## src/rtl/time_set_controller_if.sv

```systemverilog
// Button and control bundle between the time-set controller and its peers.
// master: drives btn_mode/btn_up, observes pulses, mode and blink mask.
interface time_set_controller_if;
  logic       btn_mode;
  logic       btn_up;
  logic       sec_tick_en;
  logic       inc_hour;
  logic       inc_min;
  logic       clr_sec;
  logic [1:0] mode;
  logic [3:0] blink_mask;

  modport master (
    output btn_mode, btn_up,
    input  sec_tick_en, inc_hour, inc_min,
    input  clr_sec, mode, blink_mask
  );

  modport slave (
    input  btn_mode, btn_up,
    output sec_tick_en, inc_hour, inc_min,
    output clr_sec, mode, blink_mask
  );
endinterface

```

## src/rtl/time_set_controller.sv

```systemverilog
// Time-set controller: 1 Hz seconds enable plus RUN/SET_HOUR/SET_MIN FSM.
// Optional macro AUTO_REPEAT_EN adds held-button auto-repeat of inc pulses.
// Ports: CLK100MHZ (clock), reset (sync, active high), bus (slave):
//   in  btn_mode, btn_up      debounced button levels
//   out sec_tick_en           1-cycle seconds advance
//   out inc_hour, inc_min     1-cycle counter increments
//   out clr_sec               1-cycle seconds clear on leaving SET_MIN
//   out mode[1:0]             00 RUN, 01 SET_HOUR, 10 SET_MIN
//   out blink_mask[3:0]       digit enables, [3:2] hours, [1:0] minutes
module time_set_controller #(
  parameter int CLK_HZ     = 100_000_000,
  parameter int TIMEOUT_S  = 10,
  parameter int HOLD_CYC   = 50_000_000,
  parameter int REPEAT_CYC = 10_000_000
) (
  input  logic                 CLK100MHZ,
  input  logic                 reset,
  time_set_controller_if.slave bus
);

  localparam int HALF = CLK_HZ / 2;
  localparam int PW   = $clog2(CLK_HZ + 1);
  localparam int BW   = $clog2(HALF + 1);
  localparam int SW   = $clog2(TIMEOUT_S + 1);

  typedef enum logic [1:0] {
    RUN      = 2'b00,
    SET_HOUR = 2'b01,
    SET_MIN  = 2'b10
  } state_t;

  state_t          state, state_n;
  logic            btn_mode_q, btn_up_q;
  logic            mode_edge, up_edge, rep_fire, bump;
  logic [PW-1:0]   presc, presc_n;
  logic [BW-1:0]   blink_cnt, blink_cnt_n;
  logic            phase, phase_n;
  logic [PW-1:0]   tmo_cyc, tmo_cyc_n;
  logic [SW-1:0]   tmo_sec, tmo_sec_n;
  logic            tick_n, inc_hour_n, inc_min_n, clr_sec_n;
  logic [3:0]      mask_n;

  assign mode_edge = bus.btn_mode & ~btn_mode_q;
  assign up_edge   = bus.btn_up & ~btn_up_q;
  assign bump      = up_edge | rep_fire;

`ifdef AUTO_REPEAT_EN
  localparam int RMAX = (HOLD_CYC > REPEAT_CYC) ? HOLD_CYC : REPEAT_CYC;
  localparam int RW   = $clog2(RMAX + 1);

  logic          rep_arm, rep_arm_n;
  logic          rep_first, rep_first_n;
  logic [RW-1:0] rep_cnt, rep_cnt_n;
  logic [RW-1:0] rep_last;

  // First repeat waits HOLD_CYC, later ones REPEAT_CYC.
  assign rep_last = rep_first ? RW'(HOLD_CYC - 1) : RW'(REPEAT_CYC - 1);
  assign rep_fire = rep_arm && bus.btn_up && (state != RUN)
                    && (rep_cnt == rep_last);

  always_comb begin
    rep_arm_n   = rep_arm;
    rep_first_n = rep_first;
    rep_cnt_n   = rep_cnt;
    if (state_n != state || state == RUN || !bus.btn_up) begin
      rep_arm_n   = 1'b0;
      rep_first_n = 1'b1;
      rep_cnt_n   = '0;
    end else if (up_edge) begin
      rep_arm_n   = 1'b1;
      rep_first_n = 1'b1;
      rep_cnt_n   = '0;
    end else if (rep_arm) begin
      if (rep_fire) begin
        rep_first_n = 1'b0;
        rep_cnt_n   = '0;
      end else begin
        rep_cnt_n = rep_cnt + RW'(1);
      end
    end
  end

  always_ff @(posedge CLK100MHZ) begin
    if (reset) begin
      rep_arm   <= 1'b0;
      rep_first <= 1'b1;
      rep_cnt   <= '0;
    end else begin
      rep_arm   <= rep_arm_n;
      rep_first <= rep_first_n;
      rep_cnt   <= rep_cnt_n;
    end
  end
`else
  logic unused_rep;
  assign unused_rep = ^{HOLD_CYC, REPEAT_CYC};
  assign rep_fire   = 1'b0;
`endif

  always_comb begin
    state_n     = state;
    tick_n      = 1'b0;
    inc_hour_n  = 1'b0;
    inc_min_n   = 1'b0;
    clr_sec_n   = 1'b0;
    presc_n     = '0;
    tmo_cyc_n   = tmo_cyc;
    tmo_sec_n   = tmo_sec;
    blink_cnt_n = blink_cnt;
    phase_n     = phase;
    mask_n      = 4'b1111;

    // Mode edge always wins over an up edge in the same cycle.
    unique case (state)
      RUN: begin
        if (mode_edge) begin
          state_n = SET_HOUR;
        end else if (presc == PW'(CLK_HZ - 1)) begin
          tick_n = 1'b1;
        end else begin
          presc_n = presc + PW'(1);
        end
      end
      SET_HOUR: begin
        if (mode_edge)  state_n    = SET_MIN;
        else if (bump)  inc_hour_n = 1'b1;
      end
      SET_MIN: begin
        if (mode_edge) begin
          state_n   = RUN;
          clr_sec_n = 1'b1;
        end else if (bump) begin
          inc_min_n = 1'b1;
        end
      end
      default: state_n = RUN;
    endcase

    // Idle timeout: whole seconds without activity return to RUN silently.
    if (state != RUN) begin
      if (mode_edge || bump) begin
        tmo_cyc_n = '0;
        tmo_sec_n = '0;
      end else if (tmo_cyc == PW'(CLK_HZ - 1)) begin
        tmo_cyc_n = '0;
        if (tmo_sec == SW'(TIMEOUT_S - 1)) begin
          state_n   = RUN;
          tmo_sec_n = '0;
        end else begin
          tmo_sec_n = tmo_sec + SW'(1);
        end
      end else begin
        tmo_cyc_n = tmo_cyc + PW'(1);
      end
    end
    if (state_n != state) begin
      tmo_cyc_n = '0;
      tmo_sec_n = '0;
    end

    // Digits show solid right after entry or an increment.
    if (state_n != state || inc_hour_n || inc_min_n) begin
      blink_cnt_n = '0;
      phase_n     = 1'b1;
    end else if (state != RUN) begin
      if (blink_cnt == BW'(HALF - 1)) begin
        blink_cnt_n = '0;
        phase_n     = ~phase;
      end else begin
        blink_cnt_n = blink_cnt + BW'(1);
      end
    end

    unique case (state_n)
      SET_HOUR: mask_n = {phase_n, phase_n, 2'b11};
      SET_MIN:  mask_n = {2'b11, phase_n, phase_n};
      default:  mask_n = 4'b1111;
    endcase
  end

  always_ff @(posedge CLK100MHZ) begin
    if (reset) begin
      state           <= RUN;
      btn_mode_q      <= bus.btn_mode;
      btn_up_q        <= bus.btn_up;
      presc           <= '0;
      tmo_cyc         <= '0;
      tmo_sec         <= '0;
      blink_cnt       <= '0;
      phase           <= 1'b1;
      bus.sec_tick_en <= 1'b0;
      bus.inc_hour    <= 1'b0;
      bus.inc_min     <= 1'b0;
      bus.clr_sec     <= 1'b0;
      bus.mode        <= 2'b00;
      bus.blink_mask  <= 4'b1111;
    end else begin
      state           <= state_n;
      btn_mode_q      <= bus.btn_mode;
      btn_up_q        <= bus.btn_up;
      presc           <= presc_n;
      tmo_cyc         <= tmo_cyc_n;
      tmo_sec         <= tmo_sec_n;
      blink_cnt       <= blink_cnt_n;
      phase           <= phase_n;
      bus.sec_tick_en <= tick_n;
      bus.inc_hour    <= inc_hour_n;
      bus.inc_min     <= inc_min_n;
      bus.clr_sec     <= clr_sec_n;
      bus.mode        <= state_n;
      bus.blink_mask  <= mask_n;
    end
  end

endmodule

```

## src/flat_wrapper.sv

```systemverilog
// flat-port wrapper written by rule: the top's interface ports become plain ports
module time_set_controller_flat 
#(
  parameter int CLK_HZ     = 100_000_000,
  parameter int TIMEOUT_S  = 10,
  parameter int HOLD_CYC   = 50_000_000,
  parameter int REPEAT_CYC = 10_000_000
)
  (CLK100MHZ, reset, bus_btn_mode, bus_btn_up, bus_sec_tick_en, bus_inc_hour, bus_inc_min, bus_clr_sec, bus_mode, bus_blink_mask);
  time_set_controller_if bus_i ();
  input  logic CLK100MHZ;
  input  logic reset;
  input wire logic [$bits(bus_i.btn_mode)-1:0] bus_btn_mode;
  input wire logic [$bits(bus_i.btn_up)-1:0] bus_btn_up;
  output wire logic [$bits(bus_i.sec_tick_en)-1:0] bus_sec_tick_en;
  output wire logic [$bits(bus_i.inc_hour)-1:0] bus_inc_hour;
  output wire logic [$bits(bus_i.inc_min)-1:0] bus_inc_min;
  output wire logic [$bits(bus_i.clr_sec)-1:0] bus_clr_sec;
  output wire logic [$bits(bus_i.mode)-1:0] bus_mode;
  output wire logic [$bits(bus_i.blink_mask)-1:0] bus_blink_mask;
  assign bus_i.btn_mode = bus_btn_mode;
  assign bus_i.btn_up = bus_btn_up;
  assign bus_sec_tick_en = bus_i.sec_tick_en;
  assign bus_inc_hour = bus_i.inc_hour;
  assign bus_inc_min = bus_i.inc_min;
  assign bus_clr_sec = bus_i.clr_sec;
  assign bus_mode = bus_i.mode;
  assign bus_blink_mask = bus_i.blink_mask;
  time_set_controller #(.CLK_HZ(CLK_HZ), .TIMEOUT_S(TIMEOUT_S), .HOLD_CYC(HOLD_CYC), .REPEAT_CYC(REPEAT_CYC)) u_core (.CLK100MHZ(CLK100MHZ), .reset(reset), .bus(bus_i));
endmodule
```

## config.mk

```make
export PLATFORM = sky130hd
export DESIGN_NAME = time_set_controller_flat
export DESIGN_NICKNAME = d
export VERILOG_FILES = /design/src/rtl/time_set_controller_if.sv /design/src/rtl/time_set_controller.sv /design/src/flat_wrapper.sv
export SDC_FILE = /design/constraint.sdc
export NUM_CORES = 1
export LEC_CHECK = 0
export CORE_MARGIN = 5
export CORE_UTILIZATION = 55
export DETAILED_ROUTE_END_ITERATION = 16
export PLACE_DENSITY = 0.8
export SLEW_MARGIN = 10
export SYNTH_ARGS = -nofsm -noshare
export SYNTH_HDL_FRONTEND = slang
export SYNTH_SLANG_ARGS = --single-unit
```

## constraint.sdc

```tcl
create_clock -name CLK100MHZ -period 4 [get_ports CLK100MHZ]
set_input_delay 0.4 -clock CLK100MHZ [delete_from_list [all_inputs] [get_ports CLK100MHZ]]
set_output_delay 0.4 -clock CLK100MHZ [all_outputs]
set_load 0.02 [all_outputs]
```

* Word level (Yosys, flattened, before mapping)
Index checks and enable logic that the tools add are counted.
** Storage, ports and cells
- Flip-flop bits (word level) :: 97
- Bits of input ports :: 4
- Output and inout bits :: 10
- Word-level logic and storage cells :: 69
** Operators by class
- $add $sub $neg :: 4
- Eq/ne operators :: 9
- Muxes and demuxes :: 24
- Bitwise gates (word level) :: 7
- Reductions and logical operators :: 12
** Operator list (number)
- 27-bit by 1-bit adder with 27-bit output, second input constant :: 2
- 27-bit == test, second input constant :: 2
- 27-bit 2-to-1 mux :: 2
- 26-bit by 1-bit adder with 26-bit output, second input constant :: 1
- 26-bit == test, second input constant :: 1
- 26-bit 2-to-1 mux :: 1
- 2-bit 2-to-1 mux :: 7
- 4-bit 2-to-1 mux :: 3
- 1-bit 2-to-1 mux :: 9
- 4-bit case mux with 2 select lines :: 1
- 2-bit case mux with 3 select lines :: 1
- 2-bit OR reduction :: 3
- 1-bit inverter :: 5
- 4-bit by 1-bit adder with 4-bit output, second input constant :: 1
- 2-bit by 1-bit == test with 1-bit output, second input constant :: 2
- 2-bit == test, second input constant :: 2
- 4-bit == test, second input constant :: 1
- 2-bit nonzero test :: 2
- 4-bit OR reduction :: 1
- 1-bit logical OR :: 3
- 3-bit OR reduction :: 1
- 1-bit AND :: 2
- 2-bit logical NOT :: 1
- 2-bit != test :: 1
- 2-bit AND reduction :: 1

* Logic depth before layout (Yosys ltp)
- Depth after elaboration :: 13
- Gate-level depth with buffers :: 10
- Depth with buffers taken out :: 10

* Worst setup path after synthesis
Ideal clock, no wire load.
- Kind :: register -> register
- Start :: register u_core.tmo_cyc[10]
- End :: register u_core.bus.blink_mask[1]
- Setup time :: 0.126 ns
- Arrival time :: 2.668 ns
- Required time :: 3.874 ns
- Slack :: 1.206 ns
- Stages on the path, launching flop included :: 10
- Path buffers :: 0
- Period minus slack after synthesis :: 2.794 ns
- Cell sequence :: dfxtp_1 or4b_1 or4_4 nor4_4 a211oi_1 a31oi_1 inv_1 ha_1 nor3_1 nand3_1
** Between the ends
- Cells in the longest elaborated chain, start to end :: 9
- Elaborated cells between the ends (all ways) :: 11
- Those cells by class :: eq/ne: 4; mux: 5; reduce/logical: 2
** Ends and longest elaborated chain
- start: declaration :: line time_set_controller.sv:38 : logic [PW-1:0] tmo_cyc, tmo_cyc_n;
- start signal: assignment :: line time_set_controller.sv:202 : tmo_cyc <= tmo_cyc_n;
- 27-bit == test * :: line time_set_controller.sv:144 : end else if (tmo_cyc == PW'(CLK_HZ - 1)) begin
- 2-bit 2-to-1 mux * :: line time_set_controller.sv:144
- 2-bit 2-to-1 mux * :: line time_set_controller.sv:141 : if (mode_edge || bump) begin
- 2-bit 2-to-1 mux * :: line time_set_controller.sv:140 : if (state != RUN) begin
- net u_core.state_n[1] :: line time_set_controller.sv:32 : state_t state, state_n;
- 2-bit != test :: line time_set_controller.sv:162 : if (state_n != state || inc_hour_n || inc_min_n) begin
- 1-bit logical OR (2 in a row) :: line time_set_controller.sv:162
- 1-bit 2-to-1 mux :: line time_set_controller.sv:162
- 4-bit case mux with 2 select lines * :: line time_set_controller.sv:174 : unique case (state_n)
- end signal: assignment :: line time_set_controller.sv:211 : bus.blink_mask <= mask_n;
- end: declaration :: line time_set_controller_if.sv:22 : output clr_sec, mode, blink_mask
The timed path passes the listed nets; every way through them passes the cells marked *.
A chain may end at the register's enable or synchronous reset.

* Final worst setup path
- Start :: register u_core.tmo_cyc[0]
- End :: register u_core.bus.blink_mask[2]
The elaborated chain is that of the path after synthesis.

==> impl_metrics.sql <==
INSERT INTO impl_metrics (metric_group, metric, value, unit) VALUES
('status', 'status', 'completed', ''),
('worst_setup_path', 'r2r_end', 'u_core.bus.blink_mask[2]', ''),
('yosys', 'mappedNetlistArea', '4325', 'um2'),
('floorplan', 'num_rows', '32', ''),
('clock_tree', 'postCtsHoldBufs', '0', ''),
('clock_tree', 'resize_count_post_cts', '0', ''),
('drt', 'routedWlPerCell', '13.53', 'um'),
('worst_setup_path', 'worst_setup_path_end_kind', 'flip-flop', ''),
('sta', 'tns', '0', 'ns'),
('grt', 'grt_antenna_before_repair', '0', ''),
('grt', 'grt-ovfl-total', '0', ''),
('yosys', 'seq_total_area_yosys', '0.4397', ''),
('floorplan', 'die_area', '9738', 'um2'),
('drt', 'wl', '8442', 'um'),
('yosys', 'postSynthCellCount', '507', ''),
('yosys', 'synth.largest_area_cell', 'dfxtp_1', ''),
('finish', 'fraction_of_final_layout_cells_with_drive_strength_greater_than_1', '0.05939', ''),
('drt', 'route.detailed.drc', '0', ''),
('worst_setup_path', 'startpoint', 'u_core.tmo_cyc[0]', ''),
('run', 'max_cap_viol_count', '0', ''),
('worst_setup_path', 'buffering_stage_count_on_the_worst_path_with_inverters_included', '1', ''),
('clock_tree', 'clock-sinks', '95', ''),
('sta', 'fmaxAchievable', '326.5', 'MHz'),
('yosys', 'edff_count_synth', '0', ''),
('yosys', 'count_of_cell_types_in_the_netlist', '49', ''),
('drt', 'via_count', '3444', ''),
('clock_tree', 'worst_skew_late_latency', '0.37', 'ns'),
('yosys', 'dominantRegCellSynth', 'dfxtp_1', ''),
('worst_setup_path', 'worst_path_most_repeated_cell', 'ha_1', ''),
('clock_tree', 'cts_tree', 'done', ''),
('grt', 'global_route.usage.met1', '0.2289', ''),
('worst_setup_path', 'r2r-start', 'u_core.tmo_cyc[0]', ''),
('worst_setup_path', 'crit_type', 'flip-flop to flip-flop', ''),
('worst_setup_path', 'cp_cell_sequence', 'ha_1, nand4_1, or4_4, nor4_4, a211oi_1, a31oi_1, inv_1, ha_1, nor3_1, nand3_1', ''),
('worst_setup_path', 'worst_endpoint_data_arrival_time', '3.32', 'ns'),
('finish', 'syn_to_final_growth', '8.099', '%'),
('grt', 'grt_pass1_vias', '3264', ''),
('worst_setup_path', 'timing.critical_path.fanout_max', '6', ''),
('floorplan', 'count_of_boundary_i_o_pins', '14', ''),
('finish', 'finish.net_count', '528', ''),
('drt', 'final_antenna_net_count', '0', ''),
('placed_design', 'port-buffer-count', '13', ''),
('worst_setup_path', 'crit_path_max_incr_delay', '0.60', 'ns'),
('grt', 'use_met3', '0.05449', ''),
('power_and_ir_drop', 'static-leakage-power', '1.539', 'nW'),
('finish', 'commonest_non_fill_non_tap_cells_in_the_layout', 'nor2_1 (108), dfxtp_1 (95), xor2_1 (45), nand2_1 (43)', ''),
('power_and_ir_drop', 'power.total', '1.621', 'mW'),
('clock_tree', 'clock_tree.buffer_depth', '2', ''),
('sta', 'max_slew_margin', '0.3894', ''),
('hold_path', 'hold_path.class', 'flip-flop to flip-flop', ''),
('worst_setup_path', 'cp_startpoint_kind', 'flip-flop', ''),
('drt', 'first_iter_violations', '130', ''),
('power_and_ir_drop', 'vdd_ir_drop_max', '230.3', 'uV'),
('finish', 'mostFrequentLayoutCell', 'nor2_1', ''),
('yosys', 'synth.top_cells.by_area', 'dfxtp_1 (44%), nor2_1 (9.4%), xor2_1 (9.1%)', ''),
('placed_design', 'place_congestion', '0.8756', ''),
('drt', 'drt_pass1_iterations', '4', ''),
('floorplan', 'die_h', '98.68', 'um'),
('worst_setup_path', 'timing.reg2reg.worst_path_depth', '10', ''),
('sta', 'timing.final.max_slew_violations', '0', ''),
('worst_setup_path', 'critPathSlowestCell', 'or4_4', ''),
('clock_tree', 'cts_post_setup_buffers_inserted', '0', ''),
('sta', 'time_the_final_worst_path_needs_with_i_o_delays_and_setup', '3.062', 'ns'),
('clock_tree', 'clock_pin_transition_on_the_worst_setup_and_hold_timing_paths', '0.09', 'ns'),
('grt', 'gr-usage-all-layers', '0.1828', ''),
('power_and_ir_drop', 'power.density_cell_area', '346.8', 'nW/um2'),
('worst_setup_path', 'worst_setup_slack_for_register_to_register_paths', '0.94', 'ns'),
('grt', 'met2_track_utilization_from_global_routing', '0.3079', ''),
('yosys', 'netlist.area_leader.share', '0.4397', ''),
('finish', 'utilization', '0.6082', ''),
('placed_design', 'post_detailed_placement_half_perimeter_wirelength', '6161', 'um');
## cells in the mapped netlist, types with 4 or more instances
cell and number:
a21oi_1 8, and2_1 4, and3_1 6, and4_1 4, clkbuf_1 7, dfxtp_1 95, ha_1 7, inv_1 12
nand2_1 43, nand2b_1 6, nand3_1 31, nand4_1 20, nor2_1 108, nor3_1 18, nor4_1 5, nor4b_1 4
or2_2 4, or3_1 5, xnor2_1 31, xor2_1 45
## per-layer routing
layer,routed length [um],up-vias
met5,0,-
met4,86,0
met3,421,8
met2,4069,83
met1,3865,1617
li1,-,1736
## where the power goes
group          internal, mW  switching, mW  total [mW]  leakage (nW)
registers             0.953        0.00847       0.961         0.767
logic                0.0281         0.0608      0.0889         0.693
clock network         0.229          0.342       0.571        0.0793
## state kept, by name (all words and copies together) (netlist names), 2 cells and up
name                   count
u_core.tmo_cyc            27
u_core.bus.mode            2
u_core.bus.blink_mask      2
u_core.tmo_sec             4
u_core.presc              27
u_core.blink_cnt          26
## how the worst min path moves through the flow
| stage | start | to | depth (start not counted) | slack (ns) |
|---|---|---|---|---|
| floorplan | u_core.presc[0] | u_core.presc[0] | 1 | 0.42 |
| global placement | u_core.presc[0] | u_core.presc[0] | 1 | 0.43 |
| detailed placement | u_core.presc[0] | u_core.presc[0] | 1 | 0.44 |
| CTS | u_core.presc[0] | u_core.presc[0] | 1 | 0.46 |
| global route | u_core.presc[0] | u_core.presc[0] | 1 | 0.49 |
| finish | u_core.presc[0] | u_core.presc[0] | 1 | 0.45 |
## worst register-to-register path: stages (launching register included)
cell and delay, ns:
dfxtp_1 0.44, ha_1 0.24, nand4_1 0.18, or4_4 0.60, nor4_4 0.44, a211oi_1 0.13, a31oi_1 0.25, inv_1 0.10
ha_1 0.30, nor3_1 0.17, nand3_1 0.10
## cell type report
cell class	instances	area, um2
flip-flops and latches	95	1902
clock inverters	6	45.04
multi-input cells	384	2283
inverters	12	45.04
repair buffers	15	145.1
fillers	676	3012
clock buffers	10	127.6
well taps	102	127.6
## cell families after synthesis
logic type | share of synthesized area
AND/OR/NAND/NOR | 0.3115
flip-flops | 0.4397
XOR/XNOR | 0.1539
buffers and inverters | 0.03239
AO/OA/AOI/OAI | 0.03471
adder cells (fa/ha/maj) | 0.02517
multiplexers | 0.002603
## stage by stage
step,instances,cell area [um2],worst slack (ns),hold WS [ns]
2_1_floorplan,507,4325,1.206,0.4176
3_3_place_gp,608,4503,1.069,0.4272
3_5_place_dp,608,4503,0.9882,0.4397
4_1_cts,624,4676,0.9616,0.4573
5_1_grt,624,4676,0.7396,0.4917
6_report,624,4676,0.9376,0.4517
No activity file was read; power rests on OpenSTA's default activity.
